### src/rtl/axi4_lib_pkg.sv
// Shared AXI4-Stream helpers: the realigner state encoding and tkeep scan functions.
// Functions take tkeep zero-extended to KEEP_MAX_W bits plus the real lane count, so one
// definition serves every bus width up to KEEP_MAX_W bytes.
package axi4_lib_pkg;

  localparam int KEEP_MAX_W = 128;

  typedef enum logic [1:0] {
    ST_IDLE  = 2'd0,  // waiting for the first beat of a packet
    ST_HOLD  = 2'd1,  // hold register has a non-last beat
    ST_FLUSH = 2'd2   // hold register has the last beat, residue must be drained
  } realign_state_e;

  // Index of the lowest set bit; all-zero keep yields 0.
  function automatic int tkeep_tz(input logic [KEEP_MAX_W-1:0] keep, input int width);
    int tz;
    tz = 0;
    for (int i = KEEP_MAX_W - 1; i >= 0; i--) begin
      if ((i < width) && keep[i]) tz = i;
    end
    return tz;
  endfunction

  // Index of the highest set bit plus one; all-zero keep yields 0.
  function automatic int tkeep_lmo(input logic [KEEP_MAX_W-1:0] keep, input int width);
    int lmo;
    lmo = 0;
    for (int i = 0; i < KEEP_MAX_W; i++) begin
      if ((i < width) && keep[i]) lmo = i + 1;
    end
    return lmo;
  endfunction

endpackage

### src/rtl/axi4_stream_if.sv
// AXI4-Stream bundle: tdata/tkeep/tstrb/tlast/tid/tdest/tuser with valid/ready handshake.
// Ports: master drives payload and tvalid, slave drives tready.
// No logic; pure signal grouping.
interface axi4_stream_if #(
  parameter int DATA_WIDTH = 32,
  parameter int ID_WIDTH   = 1,
  parameter int DEST_WIDTH = 1,
  parameter int USER_WIDTH = 1
) ();

  logic                      tvalid;
  logic                      tready;
  logic [DATA_WIDTH-1:0]     tdata;
  logic [DATA_WIDTH/8-1:0]   tkeep;
  logic [DATA_WIDTH/8-1:0]   tstrb;
  logic                      tlast;
  logic [ID_WIDTH-1:0]       tid;
  logic [DEST_WIDTH-1:0]     tdest;
  logic [USER_WIDTH-1:0]     tuser;

  modport master (
    output tvalid, tdata, tkeep, tstrb, tlast, tid, tdest, tuser,
    input  tready
  );

  modport slave (
    input  tvalid, tdata, tkeep, tstrb, tlast, tid, tdest, tuser,
    output tready
  );

endinterface

### src/rtl/axi4_stream_byte_realign.sv
// Purpose: strip leading null bytes of each packet so byte 0 of beat 0 is the first valid byte.
// Latency: one beat (hold register); output is combinational from hold and the input beat.
// Backpressure: pkt_o.tready=0 freezes hold/state/outputs; input is stalled via pkt_i.tready.
// Ports:
//   clk_i   - clock, all logic on posedge
//   rst_n_i - synchronous active-low reset
//   pkt_i   - input stream (slave), pkt_o - realigned output stream (master)
module axi4_stream_byte_realign
  import axi4_lib_pkg::*;
#(
  parameter int DATA_WIDTH = 32,
  parameter int ID_WIDTH   = 1,
  parameter int DEST_WIDTH = 1,
  parameter int USER_WIDTH = 1
) (
  input  logic          clk_i,
  input  logic          rst_n_i,
  axi4_stream_if.slave  pkt_i,
  axi4_stream_if.master pkt_o
);

  localparam int DATA_WIDTH_B   = DATA_WIDTH / 8;
  localparam int DATA_WIDTH_B_W = (DATA_WIDTH_B > 1) ? $clog2(DATA_WIDTH_B) : 1;

  // State and hold register
  realign_state_e                r_state;
  realign_state_e                w_state_nxt;
  logic [DATA_WIDTH-1:0]         r_hold_dat;
  logic [DATA_WIDTH_B-1:0]       r_hold_keep;
  logic [DATA_WIDTH_B-1:0]       r_hold_strb;
  logic                          r_hold_last;
  logic [DATA_WIDTH_B_W-1:0]     r_offset;
  logic [ID_WIDTH-1:0]           r_tid;
  logic [DEST_WIDTH-1:0]         r_tdest;
  logic [USER_WIDTH-1:0]         r_tuser;

  // Byte combiner
  logic [DATA_WIDTH-1:0]         w_hold_sh_dat;
  logic [DATA_WIDTH_B-1:0]       w_hold_sh_keep;
  logic [DATA_WIDTH_B-1:0]       w_hold_sh_strb;
  logic [DATA_WIDTH-1:0]         w_in_sh_dat;
  logic [DATA_WIDTH_B-1:0]       w_in_sh_keep;
  logic [DATA_WIDTH_B-1:0]       w_in_sh_strb;
  int                            w_in_lmo;
  logic                          w_absorbed;

  // FSM outputs
  logic                          w_out_vld;
  logic                          w_in_rdy;
  logic [DATA_WIDTH-1:0]         w_out_dat;
  logic [DATA_WIDTH_B-1:0]       w_out_keep;
  logic [DATA_WIDTH_B-1:0]       w_out_strb;
  logic                          w_out_last;
  logic                          w_load_hold;
  logic                          w_first_hs;

  // Hold beat drops its o leading bytes; the incoming beat fills the o freed top lanes.
  // At o=0 the incoming contribution is forced to zero rather than shifted by a full width.
  always_comb begin
    w_hold_sh_dat  = r_hold_dat  >> (8 * int'(r_offset));
    w_hold_sh_keep = r_hold_keep >> int'(r_offset);
    w_hold_sh_strb = r_hold_strb >> int'(r_offset);
    w_in_sh_dat    = '0;
    w_in_sh_keep   = '0;
    w_in_sh_strb   = '0;
    if (r_offset != '0) begin
      w_in_sh_dat  = pkt_i.tdata << (8 * (DATA_WIDTH_B - int'(r_offset)));
      w_in_sh_keep = pkt_i.tkeep << (DATA_WIDTH_B - int'(r_offset));
      w_in_sh_strb = pkt_i.tstrb << (DATA_WIDTH_B - int'(r_offset));
    end
    w_in_lmo   = tkeep_lmo(KEEP_MAX_W'(pkt_i.tkeep), DATA_WIDTH_B);
    // A last beat whose bytes all fit in the freed lanes ends the packet without a flush.
    w_absorbed = pkt_i.tlast && (w_in_lmo <= int'(r_offset));
  end

  // Next-state and output decode
  always_comb begin
    w_state_nxt = r_state;
    w_out_vld   = 1'b0;
    w_in_rdy    = 1'b0;
    w_out_dat   = w_hold_sh_dat | w_in_sh_dat;
    w_out_keep  = w_hold_sh_keep | w_in_sh_keep;
    w_out_strb  = w_hold_sh_strb | w_in_sh_strb;
    w_out_last  = 1'b0;
    w_load_hold = 1'b0;
    w_first_hs  = 1'b0;

    unique case (r_state)
      ST_IDLE: begin
        w_in_rdy = 1'b1;
        if (pkt_i.tvalid) begin
          w_load_hold = 1'b1;
          w_first_hs  = 1'b1;
          w_state_nxt = pkt_i.tlast ? ST_FLUSH : ST_HOLD;
        end
      end

      ST_HOLD: begin
        // Output valid follows input valid only, never the downstream ready.
        w_out_vld  = pkt_i.tvalid;
        w_in_rdy   = pkt_o.tready;
        w_out_last = w_absorbed;
        if (pkt_i.tvalid && pkt_o.tready) begin
          if (w_absorbed) begin
            w_state_nxt = ST_IDLE;
          end else begin
            w_load_hold = 1'b1;
            w_state_nxt = pkt_i.tlast ? ST_FLUSH : ST_HOLD;
          end
        end
      end

      ST_FLUSH: begin
        w_out_vld  = 1'b1;
        w_out_dat  = w_hold_sh_dat;
        w_out_keep = w_hold_sh_keep;
        w_out_strb = w_hold_sh_strb;
        w_out_last = 1'b1;
        if (pkt_o.tready) w_state_nxt = ST_IDLE;
      end

      default: begin
        w_state_nxt = ST_IDLE;
      end
    endcase
  end

  always_ff @(posedge clk_i) begin
    if (!rst_n_i) begin
      r_state     <= ST_IDLE;
      r_hold_dat  <= '0;
      r_hold_keep <= '0;
      r_hold_strb <= '0;
      r_hold_last <= 1'b0;
      r_offset    <= '0;
      r_tid       <= '0;
      r_tdest     <= '0;
      r_tuser     <= '0;
    end else begin
      r_state <= w_state_nxt;
      if (w_load_hold) begin
        r_hold_dat  <= pkt_i.tdata;
        r_hold_keep <= pkt_i.tkeep;
        r_hold_strb <= pkt_i.tstrb;
        r_hold_last <= pkt_i.tlast;
      end
      // Offset and sideband are locked on the first beat for the whole packet.
      if (w_first_hs) begin
        r_offset <= DATA_WIDTH_B_W'(tkeep_tz(KEEP_MAX_W'(pkt_i.tkeep), DATA_WIDTH_B));
        r_tid    <= pkt_i.tid;
        r_tdest  <= pkt_i.tdest;
        r_tuser  <= pkt_i.tuser;
      end
    end
  end

  assign pkt_i.tready = w_in_rdy;
  assign pkt_o.tvalid = w_out_vld;
  assign pkt_o.tdata  = w_out_dat;
  assign pkt_o.tkeep  = w_out_keep;
  assign pkt_o.tstrb  = w_out_strb;
  assign pkt_o.tlast  = w_out_last;
  assign pkt_o.tid    = r_tid;
  assign pkt_o.tdest  = r_tdest;
  assign pkt_o.tuser  = r_tuser;

  // r_hold_last mirrors the FLUSH state; kept for visibility of the held beat.
  logic w_unused;
  assign w_unused = r_hold_last;

endmodule
### src/flat_wrapper.sv
// flat-port wrapper written by rule: the top's interface ports become plain ports
module axi4_stream_byte_realign_flat import axi4_lib_pkg::*;
#(
  parameter int DATA_WIDTH = 32,
  parameter int ID_WIDTH   = 1,
  parameter int DEST_WIDTH = 1,
  parameter int USER_WIDTH = 1
)
  (clk_i, rst_n_i, pkt_i_tvalid, pkt_i_tdata, pkt_i_tkeep, pkt_i_tstrb, pkt_i_tlast, pkt_i_tid, pkt_i_tdest, pkt_i_tuser, pkt_i_tready, pkt_o_tvalid, pkt_o_tdata, pkt_o_tkeep, pkt_o_tstrb, pkt_o_tlast, pkt_o_tid, pkt_o_tdest, pkt_o_tuser, pkt_o_tready);
  axi4_stream_if #(.DATA_WIDTH(DATA_WIDTH), .ID_WIDTH(ID_WIDTH), .DEST_WIDTH(DEST_WIDTH), .USER_WIDTH(USER_WIDTH)) pkt_i_i ();
  axi4_stream_if #(.DATA_WIDTH(DATA_WIDTH), .ID_WIDTH(ID_WIDTH), .DEST_WIDTH(DEST_WIDTH), .USER_WIDTH(USER_WIDTH)) pkt_o_i ();
  input  logic clk_i;
  input  logic rst_n_i;
  input wire logic [$bits(pkt_i_i.tvalid)-1:0] pkt_i_tvalid;
  input wire logic [$bits(pkt_i_i.tdata)-1:0] pkt_i_tdata;
  input wire logic [$bits(pkt_i_i.tkeep)-1:0] pkt_i_tkeep;
  input wire logic [$bits(pkt_i_i.tstrb)-1:0] pkt_i_tstrb;
  input wire logic [$bits(pkt_i_i.tlast)-1:0] pkt_i_tlast;
  input wire logic [$bits(pkt_i_i.tid)-1:0] pkt_i_tid;
  input wire logic [$bits(pkt_i_i.tdest)-1:0] pkt_i_tdest;
  input wire logic [$bits(pkt_i_i.tuser)-1:0] pkt_i_tuser;
  output wire logic [$bits(pkt_i_i.tready)-1:0] pkt_i_tready;
  output wire logic [$bits(pkt_o_i.tvalid)-1:0] pkt_o_tvalid;
  output wire logic [$bits(pkt_o_i.tdata)-1:0] pkt_o_tdata;
  output wire logic [$bits(pkt_o_i.tkeep)-1:0] pkt_o_tkeep;
  output wire logic [$bits(pkt_o_i.tstrb)-1:0] pkt_o_tstrb;
  output wire logic [$bits(pkt_o_i.tlast)-1:0] pkt_o_tlast;
  output wire logic [$bits(pkt_o_i.tid)-1:0] pkt_o_tid;
  output wire logic [$bits(pkt_o_i.tdest)-1:0] pkt_o_tdest;
  output wire logic [$bits(pkt_o_i.tuser)-1:0] pkt_o_tuser;
  input wire logic [$bits(pkt_o_i.tready)-1:0] pkt_o_tready;
  assign pkt_i_i.tvalid = pkt_i_tvalid;
  assign pkt_i_i.tdata = pkt_i_tdata;
  assign pkt_i_i.tkeep = pkt_i_tkeep;
  assign pkt_i_i.tstrb = pkt_i_tstrb;
  assign pkt_i_i.tlast = pkt_i_tlast;
  assign pkt_i_i.tid = pkt_i_tid;
  assign pkt_i_i.tdest = pkt_i_tdest;
  assign pkt_i_i.tuser = pkt_i_tuser;
  assign pkt_i_tready = pkt_i_i.tready;
  assign pkt_o_tvalid = pkt_o_i.tvalid;
  assign pkt_o_tdata = pkt_o_i.tdata;
  assign pkt_o_tkeep = pkt_o_i.tkeep;
  assign pkt_o_tstrb = pkt_o_i.tstrb;
  assign pkt_o_tlast = pkt_o_i.tlast;
  assign pkt_o_tid = pkt_o_i.tid;
  assign pkt_o_tdest = pkt_o_i.tdest;
  assign pkt_o_tuser = pkt_o_i.tuser;
  assign pkt_o_i.tready = pkt_o_tready;
  axi4_stream_byte_realign #(.DATA_WIDTH(DATA_WIDTH), .ID_WIDTH(ID_WIDTH), .DEST_WIDTH(DEST_WIDTH), .USER_WIDTH(USER_WIDTH)) u_core (.clk_i(clk_i), .rst_n_i(rst_n_i), .pkt_i(pkt_i_i), .pkt_o(pkt_o_i));
endmodule
### config.mk
export PLATFORM = sky130hd
export DESIGN_NAME = axi4_stream_byte_realign_flat
export DESIGN_NICKNAME = d
export VERILOG_FILES = /design/src/rtl/axi4_lib_pkg.sv /design/src/rtl/axi4_stream_if.sv /design/src/rtl/axi4_stream_byte_realign.sv /design/src/flat_wrapper.sv
export SDC_FILE = /design/constraint.sdc
export NUM_CORES = 1
export LEC_CHECK = 0
export CAP_MARGIN = 30
export CORE_MARGIN = 2
export CORE_UTILIZATION = 53
export DETAILED_ROUTE_END_ITERATION = 8
export MAX_ROUTING_LAYER = met4
export PLACE_DENSITY = 0.87
export SYNTH_ARGS = -nofsm -noshare
export SYNTH_HDL_FRONTEND = slang
export SYNTH_SLANG_ARGS = --single-unit
### constraint.sdc
create_clock -name clk_i -period 5.1 [get_ports clk_i]
set_clock_uncertainty 0.2 [all_clocks]
set_input_delay 0.51 -clock clk_i [delete_from_list [all_inputs] [get_ports clk_i]]
set_output_delay 0.51 -clock clk_i [all_outputs]
set_load 0.01 [all_outputs]
* Yosys cells after proc, flatten, opt, wreduce, memory -nomap -nowiden *
Cells that the tools add are included.

word-level totals
  flip-flop bits (word level) = 47
  input bits = 48

operators by class
  add/subtract/negate cells = 1
  $lt $le $gt $ge = 1
  eq/ne operators = 5
  shift operators = 6
  muxes and demuxes = 28
  bitwise operators = 3
  reductions and logical operators = 5

operator list
  cell                                                                      number
  32-bit two-way mux                                                        5
  4-bit by 32-bit left shift with 4-bit output                              2
  32-bit by 3-bit less-or-equal comparator with 1-bit output                1
  32-bit bitwise OR                                                         1
  32-bit by 32-bit left shift with 32-bit output                            1
  32-bit by 5-bit >> shifter with 32-bit output                             1
  2-bit two-way mux                                                         9
  4-bit two-way mux                                                         4
  4-bit bitwise OR                                                          2
  1-bit one-hot mux with 2 select lines                                     4
  4-bit by 2-bit >> shifter with 4-bit output                               2
  2-bit one-hot mux with 3 select lines                                     1
  1-bit two-way mux                                                         5
  2-bit inequality test (second input constant)                             2
  3-bit by 2-bit subtractor with 4-bit output (first input constant)        1
  3-bit AND reduction                                                       1
  2-bit by 1-bit equality test with 1-bit output (second input constant)    1
  2-bit equality test (second input constant)                               1
  1-bit logical AND                                                         2
  2-bit logical NOT                                                         1
  2-bit by 1-bit inequality test with 1-bit output (second input constant)  1
  2-bit nonzero test                                                        1

* Depth between registers and ports, before layout *
Gate-level depths: netlist of run 1.

  depth in word-level cells = 9
  gate-level depth with buffers = 11

* Worst setup path after synthesis of run 1 *
OpenSTA, ideal clock, no wires.

  path type = register to output
  start = register u_core.r_offset[0]
  end = output pkt_o_tdata[10]
  arrival time = 2.140 ns
  slack = 2.250 ns
  stages on the path, launching flop included = 10
  buffers on the path = 5
  path through = dfxtp_1 > clkbuf_1 > buf_4 > buf_4 > inv_1 > ha_1 > or3_1 > buf_2 > clkbuf_1 > o21ai_0

between the ends
  longest elaborated chain between the ends = 5
  elaborated cells between the ends (all ways) = 7

ends and longest elaborated chain
  item                                            RTL line                         source
  start: declaration                              axi4_stream_byte_realign.sv:32   logic [DATA_WIDTH_B_W-1:0] r_offset;
  start signal: assignment                        axi4_stream_byte_realign.sv:149  r_offset <= DATA_WIDTH_B_W'(tkeep_tz(KEEP_MAX_W'(pkt_i.tkeep), DATA_WIDTH_B));
  3-bit by 2-bit subtractor with 4-bit output     axi4_stream_byte_realign.sv:67   w_in_sh_dat = pkt_i.tdata << (8 * (DATA_WIDTH_B - int'(r_offset)));
  32-bit by 32-bit left shift with 32-bit output  axi4_stream_byte_realign.sv:67
  32-bit two-way mux                              axi4_stream_byte_realign.sv:66   if (r_offset != '0) begin
  32-bit bitwise OR                               axi4_stream_byte_realign.sv:81   w_out_dat = w_hold_sh_dat | w_in_sh_dat;
  32-bit two-way mux (*)                          axi4_stream_byte_realign.sv:88   unique case (r_state)
  end: declaration                                flat_wrapper.sv:24               output wire logic [$bits(pkt_o_i.tdata)-1:0] pkt_o_tdata;

Mark *: on every way between the ends. The rest lies on a longest branch, timed or not.

* Final worst setup path of run 1 *
  start = register u_core.r_state[0]
  end = output pkt_o_tstrb[0]

between the ends
  longest elaborated chain between the ends = 2

ends and longest elaborated chain
  item                      RTL line                         source
  start: declaration        axi4_stream_byte_realign.sv:26   realign_state_e r_state;
  start signal: assignment  axi4_stream_byte_realign.sv:140  r_state <= w_state_nxt;
  2-bit equality test       axi4_stream_byte_realign.sv:88
  4-bit two-way mux         axi4_stream_byte_realign.sv:88
  end: declaration          flat_wrapper.sv:26               output wire logic [$bits(pkt_o_i.tstrb)-1:0] pkt_o_tstrb;

No other way between the ends.

==> results of run 1 <==
## power groups by stage
stage | sequential (mW) | clock (mW) | combinational (mW)
4_1_cts | 0.438 | 0.296 | 0.502
6_report | 0.440 | 0.294 | 0.509
2_1_floorplan | 0.439 | 0 | 0.301
5_1_grt | 0.444 | 0.314 | 0.544
3_3_place_gp | 0.444 | 0 | 0.490
3_5_place_dp | 0.447 | 0 | 0.499
## Yosys cell counts, drive strengths merged (2+ instances only)
master  number
buf         19
nor2        30
o221ai      17
o21ai       14
mux2        10
ha           6
nor2b        4
nand2      108
nand3        5
a31o         2
mux2i       91
inv          7
dfxtp       47
o22ai        3
clkbuf      15
a221o       10
a21boi       4
a21oi       14
## metrics by stage
step | instance area (um^2) | hold slack [ns] | cells | setup WS (ns)
5_1_grt | 4430 | 0.283 | 567 | 1.27
3_3_place_gp | 4270 | 0.242 | 557 | 1.70
4_1_cts | 4380 | 0.267 | 565 | 1.29
2_1_floorplan | 3390 | 0.236 | 416 | 2.25
3_5_place_dp | 4270 | 0.254 | 557 | 1.65
6_report | 4430 | 0.265 | 567 | 1.37
## kinds of logic after synthesis
family | after synthesis | synth area share, %
flip-flops | 47 | 27.7
adder cells (fa/ha/maj) | 6 | 2.21
AND/OR/NAND/NOR | 152 | 18.1
buffers and inverters | 41 | 6.64
multiplexers | 101 | 30.2
AO/OA/AOI/OAI | 69 | 15.1
## state kept, by name, summed over array words and instances (netlist names)
register / count
u_core.r_hold_dat: 32
u_core.r_hold_keep: 4
u_core.pkt_o.tid: 1
u_core.pkt_o.tdest: 1
u_core.pkt_o.tuser: 1
u_core.r_state: 2
u_core.r_hold_strb: 4
u_core.r_offset: 2
## worst register-to-register path: stages, from the launching register on
cell and delay (ns):
dfxtp_4 0.35, buf_4 0.14, buf_16 0.23, ha_1 0.36
a32oi_2 0.15, o21ai_4 0.16, buf_4 0.55, mux2i_1 0.38
## area by class of cell
| class | count | area (um^2) | share of cell area (%) |
|---|---|---|---|
| Tap cell | 77 | 96.3 | 2.18 |
| Inverter | 7 | 26.3 | 0.594 |
| Clock inverter | 2 | 35.0 | 0.792 |
| Sequential cell | 47 | 945 | 21.3 |
| Clock buffer | 6 | 82.6 | 1.87 |
| Multi-Input combinational cell | 328 | 2230 | 50.5 |
| Timing Repair Buffer | 100 | 1010 | 22.7 |
## worst paths after layout
path	to	slack [ns]	cells after the start
worst max-delay path	pkt_o_tstrb[0]	1.37	7
worst min-delay path	u_core.r_hold_dat[6]	0.26	2
worst max register to register	u_core.r_hold_strb[1]	2.48	7
worst min register to register	u_core.r_hold_dat[6]	0.26	2
## layer usage
metal	share of wire [%]	vias to the layer above
met5	0	-
met4	1.4	0
met3	8.1	14
met2	49	132
met1	42	1577
li1	-	1609
==> results.yml, run 1 <==
synth:
  ys_warn_count: 0
  synth_fp_nets: 470
  syn-cell-area_um2: 3390
  ys.flop_type: "dfxtp_1"
  synthArstFlopShare_pct: 0
  synthCells: 416
  synth_seq_cells: 47
  synth_edf_count: 0
  synth_top_area_share_pct: 27.7
  synth_cell_types: 34
  ys_seq_area_share_pct: 27.7
  avgSynthCellArea_um2: 8.16
  synth.area.top_cells: "dfxtp_1 (28%), mux2i_1 (27%), nand2_1 (12%), o221ai_1 (4.4%), mux2_2 (3.3%)"
  synth_area_leader_cell: "dfxtp_1"
cts:
  clkSlewWorstSetupHoldPaths_ns: 0.09
  holdBufCountCts: 0
  cts_buffer_depth: 2
  cts_resized: 0
  htreeDepth: 2
  clock-sinks: 47
  cts_root_buffer: "clkbuf_8"
  cts_buffers: 5
  clkLatencyLatePin_ns: 0.32
  post_cts_buffers: 0
  cts_tree: "built"
detailed_routing:
  antenna_left: 0
  drc: 0
  vias_per_cell: 5.88
  totalWireLength_mm: 9.22
  drtIter0Drc: 278
  wl_per_cell_um: 16.3
  num_vias: 3332
  first_pass_iters: 4
setup_path:
  r2r_start: "u_core.r_offset[0]"
  startpoint_type: "register"
  max_stage_delay_ns: 0.64
  cp-end-kind: "primary output"
  cp_cell_sequence: "inv_1, ha_1, or3_1, buf_8, nor2_4, a221o_1, clkdlybuf4s50_1"
  critPathArrivalTime_ns: 3.02
  slowest_stage: "or3_1"
  cp_max_fo: 16
  critPathKind: "register to primary output"
  cp_data_required_time_ns: 4.39
  startpoint: "u_core.r_state[0]"
  crit_buf_inv: 3
  critical-path-top-delay-family: "simple AND/OR/NAND/NOR gates"
grt:
  grtUsageMet2_pct: 41.9
  grt_pass1_wl_mm: 14.5
  grt_busiest_layer: "met2"
  grt_pass1_vias: 3056
  grt_overflow: 0
  met3_usage_pct: 4.85
  track_usage_pct: 25.6
  grt_max_degree: 89
  use_met1_pct: 32.3
  antenna_found_initial: 0
floorplanning:
  fp.dieW_um: 84.0
  dieArea_um2: 7060
  num_rows: 29
  start_util_pct: 54.1
  coreArea_um2: 6280
  die_h_um: 84.0
  ioPinCount: 94
sta:
  setup_viol: 0
  slew_headroom_pct: 45.9
  finalMaxSlewViolations: 0
  worstMarginPinSlew_ns: 0.812
  rsz0062_at_grt: "no"
  setup_tns_ns: 0
  hold_viol: 0
  final.period_utilization_pct: 73.1
  timing.fmax_ghz: 0.268
  post-route-min-period_ns: 3.73
cells_and_area:
  fillCellCount: 483
  drive_above_1_share_pct: 7.55
  final_nets: 543
  area_growth_pct: 30.4
  mostFrequentLayoutCells: "nand2_1 (107), clkdlybuf4s50_1 (92), mux2i_1 (91)"
  final_util_pct: 70.5
  diodes: 0
  layout_commonest_cell: "nand2_1"
pwr:
  p_int_uw: 835
  p_leak_nw: 1.74
  power-per-cell-area_nw_per_um2: 281
  switching_power_uw: 407
  power_frac_clock_pct: 23.7
  power_frac_seq_pct: 35.4
  irDropWorstVdd_mv: 0.195
  power_mw: 1.24
  p_comb_share_pct: 40.9
  swShare_pct: 32.8
place:
  place.gp.congestion: 0.864
  detailed_place_hpwl_mm: 6.04
  portBuffers: 93
worst_hold_path:
  hold_class: "register to register"
  worstHoldStart: "u_core.r_hold_dat[6]"
status:
  status: "completed"
job:
  maxCapViolCount: 0
Note: power is estimated with default switching activity, not from simulation.
==> inputs of run 2 (changes only) <==
--- a/config.mk
+++ b/config.mk
@@ -7,10 +7,10 @@
 export LEC_CHECK = 0
 export CAP_MARGIN = 30
 export CORE_MARGIN = 2
-export CORE_UTILIZATION = 53
+export CORE_UTILIZATION = 44
 export DETAILED_ROUTE_END_ITERATION = 8
 export MAX_ROUTING_LAYER = met4
-export PLACE_DENSITY = 0.87
+export PLACE_DENSITY = 0.77
 export SYNTH_ARGS = -nofsm -noshare
 export SYNTH_HDL_FRONTEND = slang
 export SYNTH_SLANG_ARGS = --single-unit
==> constraint.sdc (replaced) <==
create_clock -name clk_i -period 3.3 [get_ports clk_i]
set_clock_uncertainty 0.2 [all_clocks]
set_input_delay 0.33 -clock clk_i [delete_from_list [all_inputs] [get_ports clk_i]]
set_output_delay 0.33 -clock clk_i [all_outputs]
set_load 0.01 [all_outputs]
==> results.yml, run 2 (synthesis results as in run 1) <==
floorplanning:
  dieArea_um2: 8430
  fp.dieW_um: 91.8
  coreArea_um2: 7610
  die_h_um: 91.8
  num_rows: 32
  ioPinCount: 94
  start_util_pct: 44.6
cts:
  cts_buffers: 5
  cts_root_buffer: "clkbuf_8"
  clock-sinks: 47
  clkLatencyLatePin_ns: 0.31
  htreeDepth: 2
  clkSlewWorstSetupHoldPaths_ns: 0.09
  cts_buffer_depth: 2
  cts_tree: "built"
setup_path:
  reg2reg_slack_ns: 1.13
  startpoint_type: "register"
  critPathArrivalTime_ns: 2.66
  max_stage_delay_ns: 0.66
  startpoint: "u_core.r_offset[0]"
  reg2reg_to: "u_core.r_hold_dat[31]"
  critical-path-top-delay-family: "buffers and inverters"
  crit_path_frequent_cell: "buf_4"
  crit_buf_inv: 3
  r2r.worst_path.cells: 8
  r2r_start: "u_core.r_offset[1]"
  critPathKind: "register to primary output"
  slowest_stage: "nor2_1"
  cp_data_required_time_ns: 2.77
  cp_max_fo: 28
  crit_path_end: "pkt_o_tdata[13]"
  cp.depth: 6
  cp-end-kind: "primary output"
  cp_cell_sequence: "buf_4, buf_4, nor2_1, a21oi_1, o21ai_0, clkdlybuf4s50_1"
place:
  place.gp.congestion: 0.825
  detailed_place_hpwl_mm: 6.39
  place_area_um2: 4360
  portBuffers: 93
  place_ws_ns: 0.248
sta:
  hold_viol: 0
  timing.fmax_ghz: 0.313
  layout_setup_ws_ns: 0.108
  worstMarginPinSlew_ns: 0.783
  whs_ns: 0.265
  finalMaxSlewViolations: 0
  post-route-min-period_ns: 3.19
  slew_headroom_pct: 47.6
  rsz0062_at_grt: "no"
  setup_tns_ns: 0
  final.period_utilization_pct: 96.7
  setup_viol: 0
grt:
  grt_max_degree: 48
  grt_overflow: 0
  grt_pass1_vias: 3113
  track_usage_pct: 22.2
  grt_pass1_wl_mm: 14.8
  antenna_found_initial: 0
job:
  maxCapViolCount: 0
cells_and_area:
  final_nets: 551
  mostFrequentLayoutCells: "nand2_1 (107), clkdlybuf4s50_1 (92), mux2i_1 (91)"
  drive_above_1_share_pct: 9.04
  largest_reg_flops: 32
  fillCellCount: 667
  stdcell_area_um2: 4520
  regMostFlops: "u_core.r_hold_dat"
  multiInputGateArea_um2: 2240
  top_regs: "u_core.r_hold_dat x32, u_core.r_hold_keep x4, u_core.r_hold_strb x4"
  area_growth_pct: 33.2
  diodes: 0
  layout_commonest_cell: "nand2_1"
  seq_area_um2: 945
detailed_routing:
  drtIter0Drc: 187
  wl_per_cell_um: 15.5
  drc: 0
  totalWireLength_mm: 9.33
  vias_per_cell: 5.59
  antenna_left: 0
  first_pass_iters: 5
  num_vias: 3356
pwr:
  irDropWorstVdd_mv: 0.203
  power_mw: 1.88
  power-per-cell-area_nw_per_um2: 415
  p_leak_nw: 1.78
status:
  status: "completed"
worst_hold_path:
  hold_class: "register to register"
[run 2: cell types whose count changed in the layout (fill, tap and decap cells not counted), sizes merged]
| cell | previous run | this run |
|---|---|---|
| buf | 8 | 16 |
| bufinv | 1 | 0 |
| clkinv | 1 | 0 |
| clkbuf | 6 | 8 |
[run 2: report_power, final]
part           internal, mW  switching, mW  leakage, nW
logic                 0.429          0.372         1.34
registers             0.631         0.0497        0.387
clock network         0.192          0.202       0.0515
total                  1.25          0.624         1.78
[run 2: worst min-delay path by stage]
stage	startpoint	endpoint	slack [ns]	depth (start not counted)
after floorplan	u_core.r_hold_dat[0]	u_core.r_hold_dat[0]	0.24	2
after global placement	u_core.r_hold_dat[2]	u_core.r_hold_dat[2]	0.24	2
after detailed placement	u_core.r_hold_strb[0]	u_core.r_hold_strb[0]	0.26	2
after CTS	u_core.r_hold_strb[0]	u_core.r_hold_strb[0]	0.27	2
after global routing	u_core.r_hold_dat[4]	u_core.r_hold_dat[4]	0.29	2
final	u_core.r_hold_dat[1]	u_core.r_hold_dat[1]	0.26	2
[run 2: worst reg2reg max path, stage by stage (launching register included)]
cell,delay (ns)
dfxtp_1,0.32
inv_1,0.06
buf_4,0.26
ha_1,0.31
nand2b_1,0.11
a32oi_2,0.09
o21ai_4,0.19
buf_12,0.30
mux2i_1,0.25
[run 2: per-layer routing]
| layer | GRT usage [%] | vias to the layer above | part of all wire (%) | wire length (um) |
|---|---|---|---|---|
| met2 | 37.4 | 124 | 48 | 4520 |
| met3 | 3.37 | 11 | 5.9 | 550 |
| met1 | 28.0 | 1596 | 44 | 4140 |
| met5 | - | - | 0 | 0 |
| met4 | 5.72 | 0 | 1.2 | 115 |
| li1 | - | 1625 | - | - |
[run 2: per-stage QoR]
step | std cells | utilization, %
2_1_floorplan | 416 | -
3_3_place_gp | 587 | 57.3
3_5_place_dp | 587 | 57.3
4_1_cts | 595 | 58.8
5_1_grt | 600 | 59.4
6_report | 600 | 59.4
[run 2: layout make-up]
type,instances,share of cell area (%)
clock buffers,8,2.21
inverters,7,0.581
multi-input cells,328,49.6
flip-flops and latches,47,20.9
well taps,102,2.82
repair buffers,108,23.9
[run 2: timing repair]
item | CTS | global route
hold endpoints to repair | 0 | 0
setup buffers | 0 | 5
hold buffers | 0 | 0
pin swaps | 0 | 1
resized for setup | 3 | 0
endpoints found under the setup margin | 14 | 13
==> variant 1, RTL diff (flow settings as in run 1) <==
Reset style: asynchronous (`rst_n_i`), changed in one clocked block. Comments in the files are not updated.
--- a/src/rtl/axi4_stream_byte_realign.sv
+++ b/src/rtl/axi4_stream_byte_realign.sv
@@ -125,7 +125,7 @@
     endcase
   end
 
-  always_ff @(posedge clk_i) begin
+  always_ff @(posedge clk_i or negedge rst_n_i) begin
     if (!rst_n_i) begin
       r_state     <= ST_IDLE;
       r_hold_dat  <= '0;
Behaviour: differs if rst_n_i is asserted again (counterexample within 4 cycles, from zero or initial values and one cycle with rst_n_i low); with rst_n_i held inactive, the same outputs for 4 cycles.
==> variant 1 against run 1 <==
  * Die area increased by 30%
  * Area after synthesis increased by 31%
  * Routed wire length increased by 65%
  * Critical path type unchanged
  * Worst hold slack got worse by 0.19 ns
  * Highest routed layer unchanged
  * Critical path depth unchanged
  * Global-route usage increased by 8.5 points
  * Final cell count increased by 26%
  * Setup slack got worse by 0.27 ns
  * Total power increased to 3.1 times the old value
  * Final area increased by 22%
  * Sequential cell count unchanged
  * Largest cell class unchanged
==> variant 1: results (changes against run 1) <==
* CTS root buf: clkbuf_8 (unchanged)
* Commonest cells post-synth: nand2_1 (67), mux2i_1 (51), dfrtp_1 (47), nand3_1 (41), and3_1 (40) (was nand2_1 (107), mux2i_1 (91), dfxtp_1 (47), nor2_1 (27), o221ai_1 (17))
* 1st-pass router iterations at 5 (was 4)
* Slew margin rel. at 42.2% (was 45.9%)
* Drt first-iter violations at 561 (was 278)
* Estimated wirelength of the detail-placed design at 9690 um (was 6040 um)
* Ant. Diodes at 0 (unchanged)
* Crit path DAT at 3.29 ns (was 3.02 ns)
* Synth area leaders: dfrtp_1 (26%), mux2i_1 (11%), a311oi_1 (7.7%) (was dfxtp_1 (28%), mux2i_1 (27%), nand2_1 (12%))
* Synthesized Nets at 613 (was 470)
* Synth warn at 0 (unchanged)
* Number of global-route vias before repair at 4703 (was 3056)
* Seq/Total Area, Yosys at 26.4% (was 27.7%)
* Worst-path clk slew at 0.10 ns
* Hold Crit Class: input port to async pin (was flip-flop to flip-flop)
* Gp weighted congestion at 0.967 (was 0.864)
* Htree depth at 2 (unchanged)
* # port buffers at 93 (unchanged)
* Crit-path slowest cell: dfrtp_4 (was or3_1)
* Routed WL per cell at 21.3 um (was 16.3 um)
* Share of cells above drive strength 1 at 6.43% (was 7.55%)
* Leak at 2.10 nW (was 1.74 nW)
* Critical path's top delay family: simple AND/OR/NAND/NOR gates (unchanged)
* Reg2reg path depth at 6 (was 7)
* Top_reg_cell synth: dfrtp_1 (was dfxtp_1)
* Status: finished, final reports clean (unchanged)
* Async S/R FF share, synth at 100% (was 0%)
* CTS resizes at 0 (unchanged)
* First-pass GRT wire length at 23800 um (was 14500 um)
* Via density per instance at 7.18 (was 5.88)
* Worst slack at placement at 1.51 ns (was 1.65 ns)
* Nets at 660 (was 543)
* CP Max Fanout at 22 (was 16)
* Peak supply drop at 0.419 mV (was 0.195 mV)
* Clock Tree Buf Depth at 2 (unchanged)
* # fillers at 681 (was 483)
* Biggest regs: u_core.r_hold_dat (32), u_core.r_hold_keep (4), u_core.r_hold_strb (4) (unchanged)
* Tot GR Track Use at 34.1% (was 25.6%)
* Synth unique cells at 41 (was 34)
* Post-CTS Setup Repair Bufs at 0 (unchanged)
* Initial antenna violation count at 0 (unchanged)
* Crit path largest cell delay at 0.64 ns (about the same)
* CTS Buf Count at 5 (unchanged)
* Largest net degree at the start of global routing at 82 (was 89)
* Clk_lat worst skew at 0.33 ns
## variant 1: cell count changes in the layout (fill, tap and decap cells not counted), moves of 3 or more
cell / before / now
dfrtp_1: 0 / 46
dfxtp_1: 46 / 0
mux2i_1: 91 / 51
nand2_1: 107 / 67
a311oi_1: 0 / 39
and3_1: 0 / 39
nand4_1: 0 / 39
nor3b_1: 0 / 38
nand3_1: 5 / 41
buf_4: 5 / 10
a21boi_0: 4 / 0
o21ai_1: 0 / 3
## variant 1: cells by family after synthesis
| group | synth area share (%) |
|---|---|
| AOI/OAI and AO/OA | 18.6 |
| buffers and inverters | 6.68 |
| and+or+nand+nor | 32.7 |
| DFF | 26.4 |
| adders and majority gates | 1.68 |
| muxes | 14.0 |
## variant 1: routing by layer
metal  track usage (%)  part of all wire [%]  vias to the layer above
met5                 -                     0                        -
met4              14.6                   3.0                        0
met3              4.66                    10                       53
met2              52.4                    46                      380
met1              45.2                    40                     2449
li1                  -                     -                     2232
## variant 1: stage by stage
step | cell area [sq um] | instances | power, mW
2_1_floorplan | 4460 | 559 | 2.41
3_3_place_gp | 5310 | 704 | 3.47
3_5_place_dp | 5310 | 704 | 3.57
4_1_cts | 5400 | 712 | 3.82
5_1_grt | 5400 | 712 | 4.12
6_report | 5400 | 712 | 3.88
## variant 1: final cells by class
| type | instances | area (sq um) | share of cell area, % |
|---|---|---|---|
| multi-input combinational | 443 | 2980 | 55.2 |
| sequential | 47 | 1180 | 21.8 |
| timing repair buffer | 103 | 996 | 18.4 |
| tap | 105 | 131 | 2.43 |
| clock buffer | 5 | 68.8 | 1.27 |
| clock inverter | 3 | 22.5 | 0.417 |
| inverter | 6 | 22.5 | 0.417 |
## variant 1: where the power goes
part | total [mW] | internal [mW] | switching (mW)
combinational | 2.82 | 1.38 | 1.45
sequential | 0.800 | 0.566 | 0.234
clock | 0.256 | 0.0998 | 0.156
## variant 1: path summary, 6_finish.rpt
| check | slack (ns) | from | end |
|---|---|---|---|
| max in group asynchronous | 4.14 | rst_n_i | u_core.r_offset[0]$_DFFE_PN0P_ |
| worst max register to register | 2.24 | u_core.r_state[1]$_DFFE_PN0P_ | u_core.r_hold_strb[2]$_DFFE_PN0P_ |
| worst min register to register | 0.30 | u_core.pkt_o.tuser$_DFFE_PN0P_ | u_core.pkt_o.tuser$_DFFE_PN0P_ |
| worst min-delay path | 0.08 | rst_n_i | u_core.r_hold_keep[3]$_DFFE_PN0P_ |
| min in group clk_i | 0.30 | u_core.pkt_o.tuser$_DFFE_PN0P_ | u_core.pkt_o.tuser$_DFFE_PN0P_ |
| worst max-delay path | 1.10 | u_core.r_offset[0]$_DFFE_PN0P_ | pkt_o_tstrb[2] |
==> variant 2, RTL diff (config.mk and constraints of run 1) <==
Made on the original files. `DATA_WIDTH` is set to 32 in 3 places; all go to 16.
--- a/src/rtl/axi4_stream_if.sv
+++ b/src/rtl/axi4_stream_if.sv
@@ -2,7 +2,7 @@
 // Ports: master drives payload and tvalid, slave drives tready.
 // No logic; pure signal grouping.
 interface axi4_stream_if #(
-  parameter int DATA_WIDTH = 32,
+  parameter int DATA_WIDTH = 16,
   parameter int ID_WIDTH   = 1,
   parameter int DEST_WIDTH = 1,
   parameter int USER_WIDTH = 1
--- a/src/rtl/axi4_stream_byte_realign.sv
+++ b/src/rtl/axi4_stream_byte_realign.sv
@@ -8,7 +8,7 @@
 module axi4_stream_byte_realign
   import axi4_lib_pkg::*;
 #(
-  parameter int DATA_WIDTH = 32,
+  parameter int DATA_WIDTH = 16,
   parameter int ID_WIDTH   = 1,
   parameter int DEST_WIDTH = 1,
   parameter int USER_WIDTH = 1
--- a/src/flat_wrapper.sv
+++ b/src/flat_wrapper.sv
@@ -1,7 +1,7 @@
 // flat-port wrapper written by rule: the top's interface ports become plain ports
 module axi4_stream_byte_realign_flat import axi4_lib_pkg::*;
 #(
-  parameter int DATA_WIDTH = 32,
+  parameter int DATA_WIDTH = 16,
   parameter int ID_WIDTH   = 1,
   parameter int DEST_WIDTH = 1,
   parameter int USER_WIDTH = 1
Ports: changed (6 resized); port bits go from 94 to 54. The function was not compared with the original's and may differ.
==> variant 2 against run 1 <==
  * Sequential share of layout area rose by 4.4 points
  * Die area fell by 55%
  * Area after synthesis fell by 57%
  * Sequential cell count fell by 21
  * Clock power fell by 72%
  * Setup slack improved by 0.62 ns
  * Maximum frequency rose by 20%
  * Final area fell by 54%
  * Total power fell by 58%
  * Combinational power fell by 61%
  * Routed wire length fell by 64%
  * Worst hold slack improved by 0.0060 ns
  * Highest routed layer unchanged
==> variant 2: results (changes against run 1) <==
* Clk_lat worst skew at 0.30 ns (was 0.32 ns)
* Share of cells above drive strength 1 at 9.33% (was 7.55%)
* CTS Buf Count at 3 (was 5)
* Synth unique cells at 26 (was 34)
* Crit-path slowest cell: dfxtp_1 (was or3_1)
* Crit path DAT at 2.40 ns (was 3.02 ns)
* Synth area leaders: dfxtp_1 (36%), nand2_1 (15%), mux2i_1 (14%) (was dfxtp_1 (28%), mux2i_1 (27%), nand2_1 (12%))
* First-pass GRT wire length at 5640 um (was 14500 um)
* # port buffers at 53 (was 93)
* Avg Inst Size Synth at 8.24 sq um (was 8.16 sq um)
* CTS root buf: clkbuf_4 (was clkbuf_8)
* Gp weighted congestion at 0.808 (was 0.864)
* Seq/Total Area, Yosys at 35.7% (was 27.7%)
* Via density per instance at 5.23 (was 5.88)
* Number of global-route vias before repair at 1359 (was 3056)
* CP Max Fanout at 19 (was 16)
* Hold_sp: u_core.r_hold_dat[2]$_SDFFE_PN0P_ (was u_core.r_hold_dat[6]$_SDFFE_PN0P_)
* Leak at 0.843 nW (was 1.74 nW)
* Worst slack at placement at 2.08 ns (was 1.65 ns)
* Tot GR Track Use at 22.2% (was 25.6%)
* # fillers at 195 (was 483)
* Crit path largest cell delay at 0.70 ns (was 0.64 ns)
* Slew margin rel. at 62.3% (was 45.9%)
* Worst-path clk slew at 0.13 ns (was 0.09 ns)
* Synthesized Nets at 209 (was 470)
* Post-DP Area at 0.00200 sq mm (was 0.00427 sq mm)
* Sw Pwr at 0.158 mW (was 0.407 mW)
* Htree depth at 1 (was 2)
* Nets at 259 (was 543)
* Status: finished, final reports clean (unchanged)
* Commonest cells post-synth: nand2_1 (59), dfxtp_1 (26), mux2i_1 (21), inv_1 (13) (was nand2_1 (107), mux2i_1 (91), dfxtp_1 (47), nor2_1 (27), o221ai_1 (17))
* Peak supply drop at 0.213 mV (was 0.195 mV)
* Vias after detailed routing at 1339 (was 3332)
* Synth warn at 0 (unchanged)
* Largest register FFs at 16 (was 32)
* Dpl cells at 253 (was 557)
* Critical path's top delay family: buffers and inverters (was simple AND/OR/NAND/NOR gates)
* Drt first-iter violations at 40 (was 278)
* Start point of the critical path: u_core.r_offset$_SDFFE_PN0P_ (was u_core.r_state[0]$_SDFFE_PN0P_)
variant 2: metal layers:
layer,global-route usage (%),up-vias,wire (um)
li1,-,679,-
met1,25.1,616,1460
met2,40.7,42,1690
met3,3.69,2,147
met4,4.76,0,10
met5,-,-,0
variant 2: final cells by class:
cell class                      instances  area (sq um)  share of cell area, %
Inverter                               14          52.6                   2.60
Sequential cell                        26           520                   25.7
Clock buffer                            3          22.5                   1.11
Tap cell                               31          38.8                   1.92
Timing Repair Buffer                   56           561                   27.7
Multi-Input combinational cell        126           827                   40.9
variant 2: cell families (layout without fill, tap and decap cells):
group | Yosys count | count (layout) | share of synthesized area [%]
buffers and inverters | 25 | 73 | 7.63
adder cells (fa/ha/maj) | 4 | 4 | 3.43
AO/OA/AOI/OAI | 22 | 22 | 11.7
AND/OR/NAND/NOR | 69 | 69 | 19.5
flip-flops | 26 | 26 | 35.7
multiplexers | 31 | 31 | 22.1
variant 2: power groups by stage:
| stage | sequential [mW] | clock, mW | combinational [mW] |
|---|---|---|---|
| 4_1_cts | 0.240 | 0.0863 | 0.201 |
| 3_5_place_dp | 0.245 | 0 | 0.200 |
| 6_report | 0.240 | 0.0826 | 0.200 |
| 2_1_floorplan | 0.240 | 0 | 0.116 |
| 3_3_place_gp | 0.244 | 0 | 0.192 |
| 5_1_grt | 0.243 | 0.0939 | 0.216 |
variant 2: worst paths after layout:
check / end / slack, ns / cells after the start
setup / recovery: pkt_o_tlast / 1.99 / 6
hold / removal: u_core.r_hold_dat[2]$_SDFFE_PN0P_ / 0.27 / 2
setup reg to reg: u_core.r_hold_keep[1]$_SDFFE_PN0P_ / 2.72 / 7
hold reg to reg: u_core.r_hold_dat[2]$_SDFFE_PN0P_ / 0.27 / 2
